===== config.mk =====
export PLATFORM = sky130hd
export DESIGN_NAME = program_counter_unit
export DESIGN_NICKNAME = d
export VERILOG_FILES = /design/src/rtl/program_counter_unit.sv
export SDC_FILE = /design/constraint.sdc
export NUM_CORES = 1
export LEC_CHECK = 0
export CAP_MARGIN = 10
export CORE_MARGIN = 2
export CORE_UTILIZATION = 58
export CTS_BUF_LIST = sky130_fd_sc_hd__clkbuf_4
export DETAILED_ROUTE_END_ITERATION = 6
export PLACE_DENSITY = 0.86
export SYNTH_ARGS = -nofsm -noshare
export SYNTH_HDL_FRONTEND = slang
export SYNTH_SLANG_ARGS = --single-unit
export TNS_END_PERCENT = 1

===== constraint.sdc =====
create_clock -name clock -period 6.94 [get_ports clock]
set_input_delay 1.041 -clock clock [delete_from_list [all_inputs] [get_ports clock]]
set_output_delay 1.041 -clock clock [all_outputs]
set_load 0.02 [all_outputs]

===== src/rtl/program_counter_unit.sv =====
// Fetch-address register with branch/return target selection, a circular return-address stack
// and a one-cycle registered redirect pulse for flush logic.
module program_counter_unit #(
    parameter int unsigned            ADDR_WIDTH   = 32,
    parameter int unsigned            OFFSET_WIDTH = 32,
    parameter logic [ADDR_WIDTH-1:0]  RESET_VECTOR = '0,
    parameter int unsigned            RAS_DEPTH    = 4
) (
    input  logic                    clock,
    input  logic                    reset,
    input  logic                    stall,
    input  logic                    branchFlag,
    input  logic                    branchOnNotZero,
    input  logic                    zeroFlag,
    input  logic                    unconditionalBranchFlag,
    input  logic                    linkFlag,
    input  logic                    registerBranchFlag,
    input  logic                    returnFlag,
    input  logic [OFFSET_WIDTH-1:0] pcOffsetFilled,
    input  logic [ADDR_WIDTH-1:0]   registerTarget,
    output logic [ADDR_WIDTH-1:0]   PC,
    output logic [ADDR_WIDTH-1:0]   nextPC,
    output logic [ADDR_WIDTH-1:0]   linkAddress,
    output logic                    branchTaken,
    output logic                    rasEmpty,
    output logic                    rasFull
);

    localparam int unsigned PtrW = (RAS_DEPTH > 1) ? $clog2(RAS_DEPTH) : 1;
    localparam int unsigned CntW = $clog2(RAS_DEPTH + 1);

    logic [ADDR_WIDTH-1:0] pc_q;
    logic                  branch_taken_q;
    logic [PtrW-1:0]       top_q, top_d;
    logic [CntW-1:0]       count_q, count_d;
    logic [ADDR_WIDTH-1:0] ras_q [RAS_DEPTH];

    logic [ADDR_WIDTH-1:0] off_ext;
    logic [ADDR_WIDTH-1:0] rel_target;
    logic [ADDR_WIDTH-1:0] ret_target;
    logic                  cond_taken;
    logic                  redirect;
    logic                  ras_we;
    logic [PtrW-1:0]       ras_waddr;

    // Offset is sign-extended or truncated to the address width before word scaling.
    if (OFFSET_WIDTH >= ADDR_WIDTH) begin : g_off_trunc
        assign off_ext = pcOffsetFilled[ADDR_WIDTH-1:0];
    end else begin : g_off_sext
        assign off_ext = {{(ADDR_WIDTH - OFFSET_WIDTH){pcOffsetFilled[OFFSET_WIDTH-1]}},
                          pcOffsetFilled};
    end

    assign linkAddress = pc_q + ADDR_WIDTH'(4);
    assign rel_target  = pc_q + (off_ext << 2);
    assign cond_taken  = branchFlag & (zeroFlag ^ branchOnNotZero);
    assign rasEmpty    = (count_q == '0);
    assign rasFull     = (count_q == CntW'(RAS_DEPTH));
    assign ret_target  = rasEmpty ? registerTarget : ras_q[top_q];
    assign redirect    = returnFlag | registerBranchFlag | unconditionalBranchFlag | cond_taken;
    assign PC          = pc_q;
    assign branchTaken = branch_taken_q;

    always_comb begin
        nextPC = linkAddress;
        if (returnFlag) begin
            nextPC = ret_target;
        end else if (registerBranchFlag) begin
            nextPC = registerTarget;
        end else if (unconditionalBranchFlag || cond_taken) begin
            nextPC = rel_target;
        end
    end

    always_comb begin
        top_d     = top_q;
        count_d   = count_q;
        ras_we    = 1'b0;
        ras_waddr = top_q;
        if (linkFlag && !returnFlag) begin
            // When full, advancing the pointer overwrites the oldest entry.
            ras_we    = 1'b1;
            ras_waddr = top_q + 1'b1;
            top_d     = top_q + 1'b1;
            if (!rasFull) begin
                count_d = count_q + 1'b1;
            end
        end else if (returnFlag && !linkFlag) begin
            if (!rasEmpty) begin
                top_d   = top_q - 1'b1;
                count_d = count_q - 1'b1;
            end
        end else if (returnFlag && linkFlag) begin
            ras_we = 1'b1;
            if (rasEmpty) begin
                count_d = CntW'(1);
            end
        end
    end

    always_ff @(posedge clock) begin
        if (reset) begin
            pc_q           <= RESET_VECTOR;
            branch_taken_q <= 1'b0;
            top_q          <= '0;
            count_q        <= '0;
        end else if (stall) begin
            branch_taken_q <= 1'b0;
        end else begin
            pc_q           <= nextPC;
            branch_taken_q <= redirect;
            top_q          <= top_d;
            count_q        <= count_d;
        end
    end

    always_ff @(posedge clock) begin
        if (!reset && !stall && ras_we) begin
            ras_q[ras_waddr] <= linkAddress;
        end
    end

endmodule


==> run summary, run 1 <==
Final #Nets: 1218
Setup crit start: pcOffsetFilled[0]
Clock Latency Late Sink: 600 ps
DRT iter0 DRCs: 1179
Fillers: 1272
Die area: 0.0183 sq mm
Int Pwr: 1.70 mW
Static leakage: 4.37 nW
CP Class: in2out
Hold depth: 2
Pin count of the biggest net entering global routing: 51
IO Count: 173
Final-layout setup total negative slack: 0 ps
Dpl cell area: 0.0118 sq mm
WL/cell: 24.0 um
Layout cell share with drive strength beyond 1: 10.0%
Syn-to-layout area delta: 20.9%
Pwr dens: 221 mW/mm^2
Via density: 6.64
Synthesized area per cell: 10.5 sq um
Setup Fix Bufs, Post-CTS: 0
WP data required: 5900 ps
H-tree levels: 4
Yosys Warn Count: 0
Final Cycle Share: 90.2%
Clock network power share: 21.1%
Row count: 48
GRT Residual Overflow: 0
Maximum clock frequency: 0.160 GHz
Initial Util: 58.7%
Seq cells post-synth: 168
Via count: 8916
FF-to-FF path depth: 10
Antenna Nets Post-Route: 0
Flop-to-flop setup slack: 3010 ps
Vias in the first global route: 8523
Peak VDD IR: 0.131 mV
Crit-path cells: clkdlybuf4s50_1 -> ha_1 -> fa_1 -> a211oi_1 -> o21ai_0 -> nand2_1 -> a21oi_1 -> nor4b_1 -> o21ai_0 -> a41oi_1 -> clkdlybuf4s50_1
Post-cts repair resize count: 0
Run status: finished clean
Max Cap Viol: 0
Critical path buffer and inverter count: 2
Register area share after synthesis: 46.4%
Combinational share of power: 34.3%
Fin crit period: 6260 ps
Setup-failing EPs final: 0
Tightest Pin Transition: 1040 ps
Cell family with most CP delay: compound AO/OA/AOI/OAI gates
Post-Syn Area: 0.0100 sq mm
RSZ-0062 raised after global routing: no
Total CTS buffers: 17
Antenna violations before repair: 0
Residual DRC: 0
Top FF cell, synth: edfxtp_1
CTS Root Cell: clkbuf_4
Worst min path class: reg2reg
Core area: 0.0171 sq mm
CTS tree: yes
Setup Skew: 21.2 ps
Origin of the worst min-delay path: count_q[1]
Asr flop ratio synth: 0%
Gr usage total: 35.5%
Mapped Cells: 950
Worst hold endpoint: count_q[1]
Final WL: 32200 um
P_sw: 977 uW
# port buffers: 170
Die Y: 135 um
Final instance area: 0.0121 sq mm
Critical path fanouts, max: 4
Startpoint types: input pin
First-pass GRT wire length: 48400 um
Placed cells: 1310
Hold buffers post-CTS: 0
Crit. End Element: output pin
Clk slew on worst S/H paths: 150 ps
WP data arrival: 5220 ps
Detailed Routing Iterations Pass 1: 6
Clk buf depth: 2
Net Sw Frac: 36.5%
Slew headroom: 30.6%
Syn nets: 1064
Slowest stage delay, CP: 770 ps
Library cells used by synthesis: 78
Final Hold Viols: 0
EDFF count, synth: 128
Die X: 135 um
Final Max Tran Viols: 0
Routability congestion estimate: 0.942
Clock sinks: 168
Slowest cell on crit path: nor4b_1
Dpl hpwl: 22400 um
Worst r2r dst: PC[28]
Part of the power in registers: 44.6%
R2R Path Start: PC[2]
Finished Layout Cells: 1343
Yosys cell counts (all sizes together) (5+ instances only):
library cell	n	share of area, %
a31oi	5	0.31
nand4	14	0.94
o21ai	43	2.2
a311oi	5	0.44
o21bai	6	0.45
mux4	32	7.2
clkbuf	35	2.3
nand2b	6	0.37
xnor2	24	2.2
and2	8	0.50
nor3	23	1.2
o221ai	6	0.59
buf	14	0.71
o21a	12	0.90
o32ai	5	0.44
nand2	137	5.1
and3	8	0.52
a211oi	20	1.5
o211ai	9	0.67
nor2	82	3.1
o211a	5	0.50
dfxtp	40	8.0
mux2i	19	1.9
a21o	8	0.61
o31ai	8	0.60
nand3	26	1.3
ha	39	4.9
a21oi	63	3.1
xor2	21	1.8
or3	12	0.81
edfxtp	128	38
inv	25	0.94
power groups by stage:
stage	combinational [mW]	clock (mW)	sequential, mW
6_report	0.919	0.565	1.20
5_1_grt	0.976	0.596	1.20
4_1_cts	0.901	0.560	1.19
2_1_floorplan	0.535	0	1.21
3_5_place_dp	0.894	0	1.21
3_3_place_gp	0.882	0	1.21
through the flow:
stage	total power [mW]	hold slack [ps]	worst slack, ps	util (%)
final	2.68	544	681	70.9
after floorplan	1.75	487	1850	-
after global placement	2.09	511	940	69.4
after detailed placement	2.11	533	942	69.4
after CTS	2.65	551	850	70.9
after global routing	2.77	585	492	70.9
registers in the layout (all words and copies together) (netlist names), named ones only:
name         count
ras_q          128
PC              32
count_q          3
top_q            2
branchTaken      1
layer usage:
layer / up-vias / global-route usage (%) / part of all wire (%)
met4: 0 / 12.8 / 3.8
met2: 651 / 55.2 / 45
li1: 3900 / - / -
met5: - / 0 / 0
met1: 4258 / 50.2 / 39
met3: 107 / 6.81 / 12
tightest hold or removal path: stages (launching register included):
cell and delay [ps]:
dfxtp_1 350, inv_1 90, a211oi_1 80
worst max-delay path by stage:
stage                  end  slack, ps  depth (start not counted)
3_3_place_gp    nextPC[24]        940                         11
5_1_grt         nextPC[24]        490                         11
2_1_floorplan  ras_q[0][0]       1850                          8
3_5_place_dp    nextPC[24]        940                         11
4_1_cts         nextPC[24]        850                         11
6_report        nextPC[24]        680                         11
cell usage in the layout, fill, tap and decap left out, types with 7 or more instances in the layout:
cell,count
buf_4,13
or3_1,10
a21oi_1,62
a21o_1,7
nor2_1,79
ha_1,39
o21ai_0,41
xnor2_1,22
mux4_2,32
dfxtp_1,39
and2_1,8
xor2_1,21
nand3_1,26
nand2_1,137
clkdlybuf4s50_1,169
inv_1,24
nor3_1,20
o31ai_1,8
mux2i_1,19
o21a_1,12
nand4_1,13
edfxtp_1,128
o211ai_1,9
a211oi_1,20
clkbuf_4,19
area by class of cell:
type,instances,area [sq um],share of cell area [%]
clock buffer,19,143,1.18
timing repair buffer,184,1810,15.0
sequential,168,4650,38.4
inverter,28,105,0.869
antenna,1,2.50,0.0207
multi-input combinational,705,4980,41.2
clock inverter,13,124,1.02
tap,225,282,2.33
cell families (layout without fill, tap and decap cells):
family / count (synthesis) / after routing / share of synthesized area (%)
compound gates: 230 / 230 / 15.6
xor+xnor: 45 / 45 / 4.09
fa+ha+maj: 40 / 40 / 5.07
buf+inv: 77 / 244 / 4.07
flops: 168 / 168 / 46.4
mux: 53 / 53 / 9.32
other cells: 0 / 1 / 0
simple gates: 337 / 337 / 15.4
(Power assumes the default switching activity.)
==> run 2: changes to the inputs <==
DONT_BUFFER_PORTS = 1   (was not set)
PLACE_DENSITY = 0.74   (was 0.86)
==> run summary, run 2 (synthesized netlist as in run 1, its figures left out) <==
Max Cap Viol: 0
Antenna violations before repair: 1
Die area: 0.0183 sq mm
R2R Path Start: PC[11]
Worst r2r dst: PC[27]
Static leakage: 3.70 nW
Setup ws final: 1320 ps
Syn-to-layout area delta: 3.44%
Pwr dens: 237 mW/mm^2
Clock sinks: 168
WL/cell: 26.2 um
Post-cts repair resize count: 0
WP data arrival: 4580 ps
Dpl cell area: 0.0101 sq mm
Final-layout setup total negative slack: 0 ps
DRT iter0 DRCs: 868
Maximum clock frequency: 0.178 GHz
Flop-to-flop setup slack: 2710 ps
Setup Skew: 23.4 ps
Final Hold Viols: 0
Core area: 0.0171 sq mm
CTS tree: yes
RSZ-0062 raised after global routing: no
# port buffers: 0
Clk buf depth: 2
Hold buffers post-CTS: 0
Tightest Pin Transition: 1190 ps
Row count: 48
H-tree levels: 4
Total CTS buffers: 17
Final instance area: 0.0104 sq mm
IO Count: 173
Dpl hpwl: 21000 um
Routability congestion estimate: 0.971
Via density: 6.82
CTS Root Cell: clkbuf_4
Setup crit start: PC[3]
Residual DRC: 0
Detailed Routing Iterations Pass 1: 6
Pin count of the biggest net entering global routing: 52
CP endpoint: nextPC[16]
Peak VDD IR: 0.159 mV
Die X: 135 um
Slew headroom: 20.7%
FF-to-FF path depth: 8
Largest register FFs: 128
Layout cell share with drive strength beyond 1: 11.4%
CP Class: reg2out
Fillers: 1449
Run status: finished clean
Die Y: 135 um
Fin crit period: 5620 ps
Clock Latency Late Sink: 590 ps
Startpoint types: flop
Setup-failing EPs final: 0
Initial Util: 58.7%
Final Cycle Share: 80.9%
Pre-CTS setup slack: 1830 ps
Gr usage total: 33.9%
Final #Nets: 1043
Crit. End Element: output pin
Most frequent cells in the layout: 137 x nand2_1, 128 x edfxtp_1, 79 x nor2_1, 62 x a21oi_1, 41 x o21ai_0
First-pass GRT wire length: 45500 um
Critical path fanouts, max: 8
GRT Residual Overflow: 0
Final WL: 30600 um
WP data required: 5900 ps
Final Max Tran Viols: 0
Biggest register: ras_q
Via count: 7968
Worst min path class: in2reg
Commonest non-fill, non-tap cell in the layout: nand2_1
Setup Fix Bufs, Post-CTS: 0
Vias in the first global route: 7375
Clk slew on worst S/H paths: 150 ps
Antenna Nets Post-Route: 0
Final Core Density: 60.7%
[run 2: cell types whose count changed in the layout (fill, tap and decap cells not counted), moves of 2 or more]
cell	previous run	this run
buf_4	13	9
clkbuf_4	19	17
clkdlybuf4s50_1	169	0
inv_6	2	5
nor2_2	2	0
nor2_4	1	3
[run 2: layout make-up]
class	instances	area, sq um	area share [%]
Multi-Input combinational cell	705	4990	48.2
Sequential cell	168	4650	44.9
Tap cell	225	282	2.72
Clock inverter	15	135	1.30
Clock buffer	17	128	1.23
Inverter	28	105	1.01
Timing Repair Buffer	9	67.6	0.652
Antenna cell	1	2.50	0.0242
[run 2: metrics by stage]
step | power [mW] | hold slack [ps] | std cells
2_1_floorplan | 1.75 | 487 | 950
3_3_place_gp | 1.90 | 507 | 1135
3_5_place_dp | 1.91 | 512 | 1135
4_1_cts | 2.44 | 470 | 1167
5_1_grt | 2.55 | 459 | 1168
6_report | 2.45 | 500 | 1168
[run 2: power by group]
group          total, mW  switching [mW]  internal (mW)
Sequential          1.22          0.0826           1.14
Combinational      0.683           0.460          0.223
Clock              0.549           0.393          0.156
[run 2: worst min-delay path by stage]
stage / endpoint / from / cells past startpoint / slack (ps)
final: count_q[2] / reset / 1 / 500
after global routing: PC[4] / reset / 1 / 460
after CTS: PC[16] / reset / 1 / 470
after detailed placement: count_q[1] / count_q[1] / 2 / 510
after global placement: count_q[1] / count_q[1] / 2 / 510
after floorplan: count_q[1] / count_q[1] / 2 / 490
[run 2: critical path: stages, from the launching register on]
cell and delay, ps:
dfxtp_1 650, ha_1 320, nand4_1 410, nor2_1 510, and4_2 330, and3_1 170, xor2_1 730, o221ai_1 430
nor2_1 420
[run 2: layer usage]
| metal | share of wire [%] | track usage (%) | vias up |
|---|---|---|---|
| li1 | - | - | 3536 |
| met3 | 12 | 10.8 | 58 |
| met2 | 45 | 52.3 | 488 |
| met4 | 2.6 | 8.68 | 0 |
| met5 | 0 | 0 | - |
| met1 | 40 | 47.1 | 3886 |
